===== config.mk =====
export PLATFORM = sky130hd
export DESIGN_NAME = ravenna
export DESIGN_NICKNAME = d
export VERILOG_FILES = /design/src/rtl/ravenna.sv
export SDC_FILE = /design/constraint.sdc
export NUM_CORES = 1
export LEC_CHECK = 0
export CAP_MARGIN = 10
export CORE_MARGIN = 2
export CORE_UTILIZATION = 45
export DETAILED_ROUTE_END_ITERATION = 10
export PLACE_DENSITY = 0.67
export REMOVE_ABC_BUFFERS = 1
export SLEW_MARGIN = 20
export SYNTH_ARGS = -nofsm -noshare
export SYNTH_HDL_FRONTEND = slang
export SYNTH_SLANG_ARGS = --single-unit

===== constraint.sdc =====
create_clock -name XCLK -period 2.3 [get_ports XCLK]
set_input_delay 0.46 -clock XCLK [delete_from_list [all_inputs] [get_ports XCLK]]
set_output_delay 0.46 -clock XCLK [all_outputs]
set_load 0.02 [all_outputs]

===== src/rtl/ravenna.sv =====
// rtl/ravenna.sv - housekeeping SPI slave with register file and flash pass-through
//
// Ports:
//   XCLK, resetn                 system clock, asynchronous active-low reset
//   SCK, CSB, SDI                housekeeping SPI inputs (mode 0, MSB first)
//   SDO, sdo_enb                 SPI data out and its active-low driver enable
//   core_flash_csb/clk/io0       CPU flash-controller signals
//   flash_csb/clk/io0, flash_io1 external SPI flash pins
//   cpu_resetn                   CPU reset, active-low
module ravenna #(
  parameter logic [11:0] MFGR_ID  = 12'h456,
  parameter logic [7:0]  PROD_ID  = 8'h03,
  parameter logic [3:0]  MASK_REV = 4'h0
) (
  input  logic XCLK,
  input  logic resetn,
  input  logic SCK,
  input  logic CSB,
  input  logic SDI,
  output logic SDO,
  output logic sdo_enb,
  input  logic core_flash_csb,
  input  logic core_flash_clk,
  input  logic core_flash_io0,
  output logic flash_csb,
  output logic flash_clk,
  output logic flash_io0,
  input  logic flash_io1,
  output logic cpu_resetn
);

  typedef enum logic [2:0] {COMMAND, ADDRESS, DATA, PASSTHRU, IGNORE} state_t;

  state_t state, state_next;

  logic [1:0] sck_sync, csb_sync, sdi_sync;
  logic       sck_prev;
  logic       sck_s, csb_s, sdi_s;
  logic       armed;
  logic       idle, sck_rise, sck_fall, byte_done, pass;
  logic [2:0] bit_cnt;
  logic [7:0] shift_in, shift_out, addr, addr_next, byte_in;
  logic       rd_mode, wr_mode, cpu_reset_bit, sdo_r;

  // CSB synchronizer resets low so a CSB still held low after reset is not
  // mistaken for an idle bus; armed is only set by a real synchronized high.
  always_ff @(posedge XCLK or negedge resetn) begin
    if (!resetn) begin
      sck_sync <= 2'b00;
      csb_sync <= 2'b00;
      sdi_sync <= 2'b00;
      sck_prev <= 1'b0;
    end else begin
      sck_sync <= {sck_sync[0], SCK};
      csb_sync <= {csb_sync[0], CSB};
      sdi_sync <= {sdi_sync[0], SDI};
      sck_prev <= sck_sync[1];
    end
  end

  assign sck_s     = sck_sync[1];
  assign csb_s     = csb_sync[1];
  assign sdi_s     = sdi_sync[1];
  assign idle      = csb_s | ~armed;
  assign sck_rise  = sck_s & ~sck_prev & ~idle;
  assign sck_fall  = ~sck_s & sck_prev & ~idle;
  assign byte_in   = {shift_in[6:0], sdi_s};
  assign byte_done = sck_rise && (bit_cnt == 3'd7);
  assign addr_next = addr + 8'd1;
  assign pass      = (state == PASSTHRU);

  function automatic logic [7:0] reg_read(input logic [7:0] a, input logic crst);
    case (a)
      8'h01:   reg_read = {4'h0, MFGR_ID[11:8]};
      8'h02:   reg_read = MFGR_ID[7:0];
      8'h03:   reg_read = PROD_ID;
      8'h04:   reg_read = {4'h0, MASK_REV};
      8'h07:   reg_read = {7'h00, crst};
      default: reg_read = 8'h00;
    endcase
  endfunction

  always_ff @(posedge XCLK or negedge resetn) begin
    if (!resetn) state <= COMMAND;
    else         state <= state_next;
  end

  always_comb begin
    state_next = state;
    if (idle) begin
      state_next = COMMAND;
    end else if (byte_done) begin
      case (state)
        COMMAND: begin
          case (byte_in)
            8'h80, 8'h40, 8'hC0: state_next = ADDRESS;
            8'hC4:               state_next = PASSTHRU;
            default:             state_next = IGNORE;
          endcase
        end
        ADDRESS: state_next = DATA;
        default: state_next = state;
      endcase
    end
  end

  always_ff @(posedge XCLK or negedge resetn) begin
    if (!resetn) begin
      armed         <= 1'b0;
      bit_cnt       <= 3'd0;
      shift_in      <= 8'h00;
      shift_out     <= 8'h00;
      addr          <= 8'h00;
      rd_mode       <= 1'b0;
      wr_mode       <= 1'b0;
      cpu_reset_bit <= 1'b0;
      sdo_r         <= 1'b0;
    end else begin
      if (csb_s) armed <= 1'b1;
      if (idle) begin
        // Deselect drops any partial byte; nothing is written.
        bit_cnt <= 3'd0;
        sdo_r   <= 1'b0;
      end else begin
        if (sck_rise && !pass && state != IGNORE) begin
          bit_cnt  <= bit_cnt + 3'd1;
          shift_in <= byte_in;
        end
        if (byte_done) begin
          case (state)
            COMMAND: begin
              rd_mode <= byte_in[6];
              wr_mode <= byte_in[7];
            end
            ADDRESS: begin
              addr      <= byte_in;
              shift_out <= reg_read(byte_in, cpu_reset_bit);
            end
            DATA: begin
              // Next register is read before this write lands; it is never
              // the same address, so read/write stream stays consistent.
              if (wr_mode && addr == 8'h07) cpu_reset_bit <= byte_in[0];
              addr      <= addr_next;
              shift_out <= reg_read(addr_next, cpu_reset_bit);
            end
            default: ;
          endcase
        end
        if (sck_fall && state == DATA && rd_mode) begin
          sdo_r     <= shift_out[7];
          shift_out <= {shift_out[6:0], 1'b0};
        end
      end
    end
  end

  always_ff @(posedge XCLK or negedge resetn) begin
    if (!resetn) cpu_resetn <= 1'b0;
    else         cpu_resetn <= ~pass & ~cpu_reset_bit;
  end

  // Pass-through paths are deliberately combinational on the raw pins.
  assign flash_csb = pass ? 1'b0 : core_flash_csb;
  assign flash_clk = pass ? SCK  : core_flash_clk;
  assign flash_io0 = pass ? SDI  : core_flash_io0;
  assign SDO       = pass ? flash_io1 : sdo_r;
  assign sdo_enb   = pass ? 1'b0 : ~((state == DATA) && rd_mode);

endmodule


# ---- Word level (Yosys, flattened, before mapping)
# Cells that the tools add are included.
dict set report totals {
  reg_bits 42
  inputBits 9
  out_inout_bits 6
  wordCells 90
}
dict set report op_classes {
  addsub 2
  eq_ne 18
  n_mux 19
  bitwise_logic 13
  reduce_logical 23
}
# cell n
set ops {}
lappend ops {{7-bit case mux with 4 select lines} 2}
lappend ops {{8-bit by 2-bit == test with 1-bit output, second input constant} 4}
lappend ops {{8-bit case mux with 2 select lines} 2}
lappend ops {{8-bit by 3-bit == test with 1-bit output, second input constant} 3}
lappend ops {{8-bit == test, second input constant} 3}
lappend ops {{8-bit by 1-bit == test with 1-bit output, second input constant} 2}
lappend ops {{8-bit 2-to-1 mux} 2}
lappend ops {{3-bit 2-to-1 mux} 4}
lappend ops {{3-bit case mux with 2 select lines} 2}
lappend ops {{2-bit nonzero test} 5}
lappend ops {{3-bit AND reduction} 3}
lappend ops {{8-bit by 1-bit adder with 8-bit output, second input constant} 1}
lappend ops {{8-bit by 7-bit == test with 1-bit output, second input constant} 1}
lappend ops {{1-bit logical AND} 7}
lappend ops {{1-bit 2-to-1 mux} 7}
lappend ops {{1-bit NOT} 7}
lappend ops {{3-bit by 2-bit == test with 1-bit output, second input constant} 2}
lappend ops {{3-bit nonzero test} 2}
lappend ops {{1-bit AND} 5}
lappend ops {{2-bit AND reduction} 2}
lappend ops {{4-bit AND reduction} 1}
lappend ops {{3-bit by 1-bit adder with 3-bit output, second input constant} 1}
lappend ops {{3-bit by 1-bit == test with 1-bit output, second input constant} 1}
lappend ops {{3-bit == test, second input constant} 1}
lappend ops {{5 further kinds} 5}

# ---- Longest topological paths before layout
dict set report depth {
  ltp_word 8
  ltp_mapped 8
  depth_no_buf 7
}

# ---- Least setup slack after synthesis
# No wires, ideal clock.
dict set report synth_timing {
  kind {register to register}
  start {register state[0]}
  end {register shift_out[1]}
  setup_time_ns 0.128
  arrival_ns 1.751
  required_time_ns 2.172
  path_slack_ns 0.421
  path_stages_with_launch 8
  path_buffers 2
  synth_period_minus_slack_ns 1.879
  cell_sequence {dfrtp_1 > buf_2 > nor3b_4 > and4_1 > buf_2 > mux2_2 > a21oi_1 > o21ai_0}
}
dict set report synth_between {
  elab_chain_cells 5
  elab_cells_between_ends 10
  cone_classes {eq/ne (2); mux (3); reduce/logical (5)}
}
# element line_no
set synth_lines {}
lappend synth_lines {{start: declaration} 34} ;# state_t state, state_next;
lappend synth_lines {{start signal: assignment} 85} ;# else state <= state_next;
lappend synth_lines {{3-bit by 2-bit == test with 1-bit output} {130, 149}}
lappend synth_lines {{1-bit logical AND (2 in series)} 149} ;# if (sck_fall && state == DATA && rd_mode) begin
lappend synth_lines {{3-bit nonzero test (no source line) / 2-bit nonzero test (equally long branches)} --}
lappend synth_lines {{3-bit AND reduction (no source line)} --}
lappend synth_lines {{end signal: assignment} 137} ;# shift_out <= reg_read(byte_in, cpu_reset_bit);
lappend synth_lines {{end signal: assignment} 144} ;# shift_out <= reg_read(addr_next, cpu_reset_bit);
lappend synth_lines {{end signal: assignment} 151} ;# shift_out <= {shift_out[6:0], 1'b0};
lappend synth_lines {{end: declaration} 42} ;# logic [7:0] shift_in, shift_out, addr, addr_next, byte_in;
# Several ways; a longest one is shown, not always the timed one. The select of a mux whose other input is x is not followed.
# A chain may end at the register's enable or synchronous reset.

# ---- Final worst setup path
dict set report layout_timing {
  start {register state[1]}
  end {output port sdo_enb}
}
dict set report layout_between {
  elab_chain_cells 4
  elab_cells_between_ends 5
  cone_classes {eq/ne (2); mux (1); bitwise (1); reduce/logical (1)}
}
# element line_no
set layout_lines {}
lappend layout_lines {{3-bit by 2-bit == test with 1-bit output} 167} ;# assign sdo_enb = pass ? 1'b0 : ~((state == DATA) && rd_mode);
lappend layout_lines {{1-bit logical AND} 167}
lappend layout_lines {{1-bit NOT} 167}
lappend layout_lines {{1-bit 2-to-1 mux *} 167}
lappend layout_lines {{end: declaration} 21} ;# output logic sdo_enb,
# Mark *: on every way between the ends. The rest lies on a longest branch, timed or not.

==> flow_summary.toml <==
[status]
outcome = "complete, no violations"

[placement]
routabilityCongestion = 0.774
placed_cells = 282
dp.final_hpwl_um = 3150
port_buffers = 14

[worst_setup_path]
critical_path.reg2reg.startpoint = "bit_cnt[0]"
reg2reg_to = "wr_mode"
setup.worst_path.start_class = "flip-flop"
timing.critical_path.required_ps = 1840
critPathCaptureType = "output port"
timing.critical_path.cells = "buf_4 -> nor3b_4 -> a21oi_1 -> clkdlybuf4s50_1"
cp-startpoint = "state[1]"
timing.critical_path.slowest_stage_cell = "sky130_fd_sc_hd__clkdlybuf4s50_1"
cp_max_fo = 6
worstSetupPathType = "flip-flop to output port"
crit_arrival_ps = 1740
max_stage_delay_ps = 630
worst-r2r-cell-count = 6
reg2reg_setup_slack_ps = 340
crit_end = "sdo_enb"

[routing]
drtPass1Iterations = 4
drt-wirelength-per-cell_um = 14.9
drc_errors = 0
dr_total_vias = 1624
vias_per_cell = 5.60
drt_wl_total_um = 4310
final_antenna_net_count = 0
drtIter0Drc = 77

[logic_synthesis]
synth_top_cell_by_area = "sky130_fd_sc_hd__dfrtp_1"
synth_ff_type = "sky130_fd_sc_hd__dfrtp_1"
synth_edf_count = 0
seq_area_frac_synth_pct = 49.3
yosys.cell_types.count = 44
synth_area_leaders = "sky130_fd_sc_hd__dfrtp_1, sky130_fd_sc_hd__nand2_1, sky130_fd_sc_hd__mux2_2"
ys_seq_elements = 42
synth_warnings = 0
post-synth-top-count-cell = "sky130_fd_sc_hd__dfrtp_1"
post_synth_instance_area_um2 = 2130
gate_count_post_synth = 216
synthesis.area_per_instance_um2 = 9.88
asyncSetResetFlopFracSynth_pct = 100
ys_top_cells_by_count = "sky130_fd_sc_hd__dfrtp_1, sky130_fd_sc_hd__nand2_1, sky130_fd_sc_hd__nor2_1"
synthDominantCellAreaShare_pct = 49.3

[timing]
final.setup.tns_ps = 0
grt_setup_unrepaired = "no"
final_min_period_over_clock_period_pct = 95.9
final_max_slew_viol_count = 0
max_slew.worst_pin.slew_ps = 482
min_period_ps = 2200
clock.fmax_mhz = 454
final.setup_skew_ps = 8.28
final_report_hold_violation_count = 0
max_slew_margin_pct = 67.9
timing.final.setup_violations = 0

[min_path]
hold_path.class = "input pin to async pin"

[global_routing]
overflow = 0
track_usage_pct = 18.5
antenna_found_initial = 0
grt_first_pass_wirelength_um = 7520
via_count_of_the_first_global_routing_pass = 1575
grt_max_degree = 23

[finish]
fill_cell_count = 427
nets_finish = 250
multi_input_area_um2 = 1030
area_delta_synth_final_pct = 16.0
sequential_cell_area_in_the_final_layout_um2 = 1050
drive_above_1_share_pct = 13.1
diodes = 0
layoutNonFillerInstCount = 290

[clock_network]
cts.reportedPaths.clkPinSlew_ps = 80
clock_insertion_delay_worst_skew_ps = 300
cts.root.buffer_cell = "sky130_fd_sc_hd__clkbuf_8"
number_of_levels_the_h_tree_was_split_into = 2
cts.hold.buffers_added = 0
cts_post_setup_buffers_inserted = 0
clock-sinks = 42
clockBufferDepth = 2
clock_tree_from_tritoncts = "yes"
numCtsBuffers = 5

[power_and_ir_drop]
ir_worst_vdd_mv = 0.394
switching_share_pct = 27.4
switching_power_mw = 0.432
p_leak_nw = 1.08
power.total_mw = 1.58
total_power_divided_by_cell_area_nw_per_um2 = 637
comb_power_share_pct = 12.8
sequentialPowerShare_pct = 54.8
power.share.clock_pct = 32.3
cell_internal_pwr_mw = 1.14

[floorplan]
std_cell_rows = 25
io_pins = 15
start_util_pct = 45.8
coreArea_um2 = 4660
die_height_um = 72.9
die_width_um = 72.9
die_area_um2 = 5310

[flow_run]
total_of_max_cap_violations = 0
==> critical path: cells and delay by family (launching register included) <==
family | cells | cell delay [ps]
AOI/OAI and AO/OA | 1 | 140
buffers and inverters | 2 | 780
DFF | 1 | 380
and+or+nand+nor | 1 | 150
==> repair_timing <==
action                                  CTS  global route
endpoints found under the hold margin     0             0
endpoints found under the setup margin    3             3
gates resized for setup                   1             3
==> stage by stage <==
step,setup WS [ps],instance area [µm²],hold slack (ps),util (%)
floorplan,108,2080,164,-
global placement,202,2370,334,50.8
detailed placement,187,2370,342,50.8
CTS,74.6,2460,120,52.9
global route,1.93,2470,141,53.1
finish,95.3,2470,109,53.1
==> kinds of logic after synthesis <==
group	after synthesis	share of synthesized area, %
xor+xnor	5	2.05
mux	13	6.69
simple gates	89	21.6
compound gates	46	13.6
buf+inv	14	2.82
fa+ha+maj	7	3.99
flops	42	49.3
==> cell usage in the layout (no fill, tap or decap), types with 2 or more instances in the layout <==
cell type                         synthesis  layout
sky130_fd_sc_hd__xnor2_1                  3       3
sky130_fd_sc_hd__nand3_1                  6       6
sky130_fd_sc_hd__nand2_1                 29      29
sky130_fd_sc_hd__ha_1                     6       6
sky130_fd_sc_hd__nor2b_1                  2       2
sky130_fd_sc_hd__a22o_1                   6       6
sky130_fd_sc_hd__a31oi_1                  3       3
sky130_fd_sc_hd__xor2_1                   2       2
sky130_fd_sc_hd__inv_1                    3       3
sky130_fd_sc_hd__nand2b_1                 2       2
sky130_fd_sc_hd__nor3_1                   4       4
sky130_fd_sc_hd__dlymetal6s2s_1           0       2
sky130_fd_sc_hd__clkbuf_8                 0       6
sky130_fd_sc_hd__o21ai_0                 12      12
sky130_fd_sc_hd__a211oi_1                 2       2
sky130_fd_sc_hd__or2_2                    2       2
sky130_fd_sc_hd__nor2_1                  18      17
sky130_fd_sc_hd__o21a_1                   2       2
sky130_fd_sc_hd__nand4_1                  4       4
sky130_fd_sc_hd__and4_1                   2       2
sky130_fd_sc_hd__a21oi_1                 14      14
sky130_fd_sc_hd__nor4_1                   4       4
sky130_fd_sc_hd__mux2_2                   9       9
sky130_fd_sc_hd__mux2i_1                  3       3
sky130_fd_sc_hd__buf_4                    0       8
sky130_fd_sc_hd__clkdlybuf4s50_1          0      11
sky130_fd_sc_hd__dfrtp_1                 42      42
sky130_fd_sc_hd__or3_1                    7       7
==> sequential cells by signal (all words and copies together) (netlist names) <==
name / cells
shift_in: 7
cpu_reset_bit: 1
bit_cnt: 3
sdo_r: 1
addr: 8
csb_sync: 2
state: 3
sdi_sync: 2
armed: 1
sck_sync: 2
sck_prev: 1
shift_out: 8
cpu_resetn: 1
wr_mode: 1
rd_mode: 1
==> power groups by stage <==
stage	Clock, mW	Sequential, mW	Combinational [mW]
final	0.510	0.864	0.202
after global placement	0	0.877	0.199
after global routing	0.569	0.874	0.229
after CTS	0.529	0.864	0.204
after floorplan	0	0.851	0.135
after detailed placement	0	0.879	0.204
==> routing by layer <==
metal / track usage, % / routed length [µm] / vias to the layer above
met2: 28.5 / 1940 / 13
met3: 3.73 / 97 / 6
met4: 6.17 / 66 / 0
li1: - / - / 819
met5: 0 / 0 / -
met1: 26.2 / 2200 / 786
==> cell type report <==
class / instances / share of cell area, %
Sequential cell: 42 / 42.5
Multi-Input combinational cell: 160 / 41.6
Timing Repair Buffer: 23 / 8.90
Clock buffer: 7 / 3.49
Tap cell: 54 / 2.73
Inverter: 3 / 0.455
Clock inverter: 1 / 0.354
==> worst min-delay path by stage <==
stage	cells past startpoint	slack [ps]	startpoint	end
4_1_cts	1	120	resetn	sck_prev
3_5_place_dp	0	340	csb_sync[0]	csb_sync[1]
3_3_place_gp	0	330	csb_sync[0]	csb_sync[1]
5_1_grt	1	140	resetn	shift_out[7]
6_report	1	110	resetn	sdo_r
2_1_floorplan	0	160	resetn	addr[0]
Note: power is estimated with default switching activity, not from simulation.
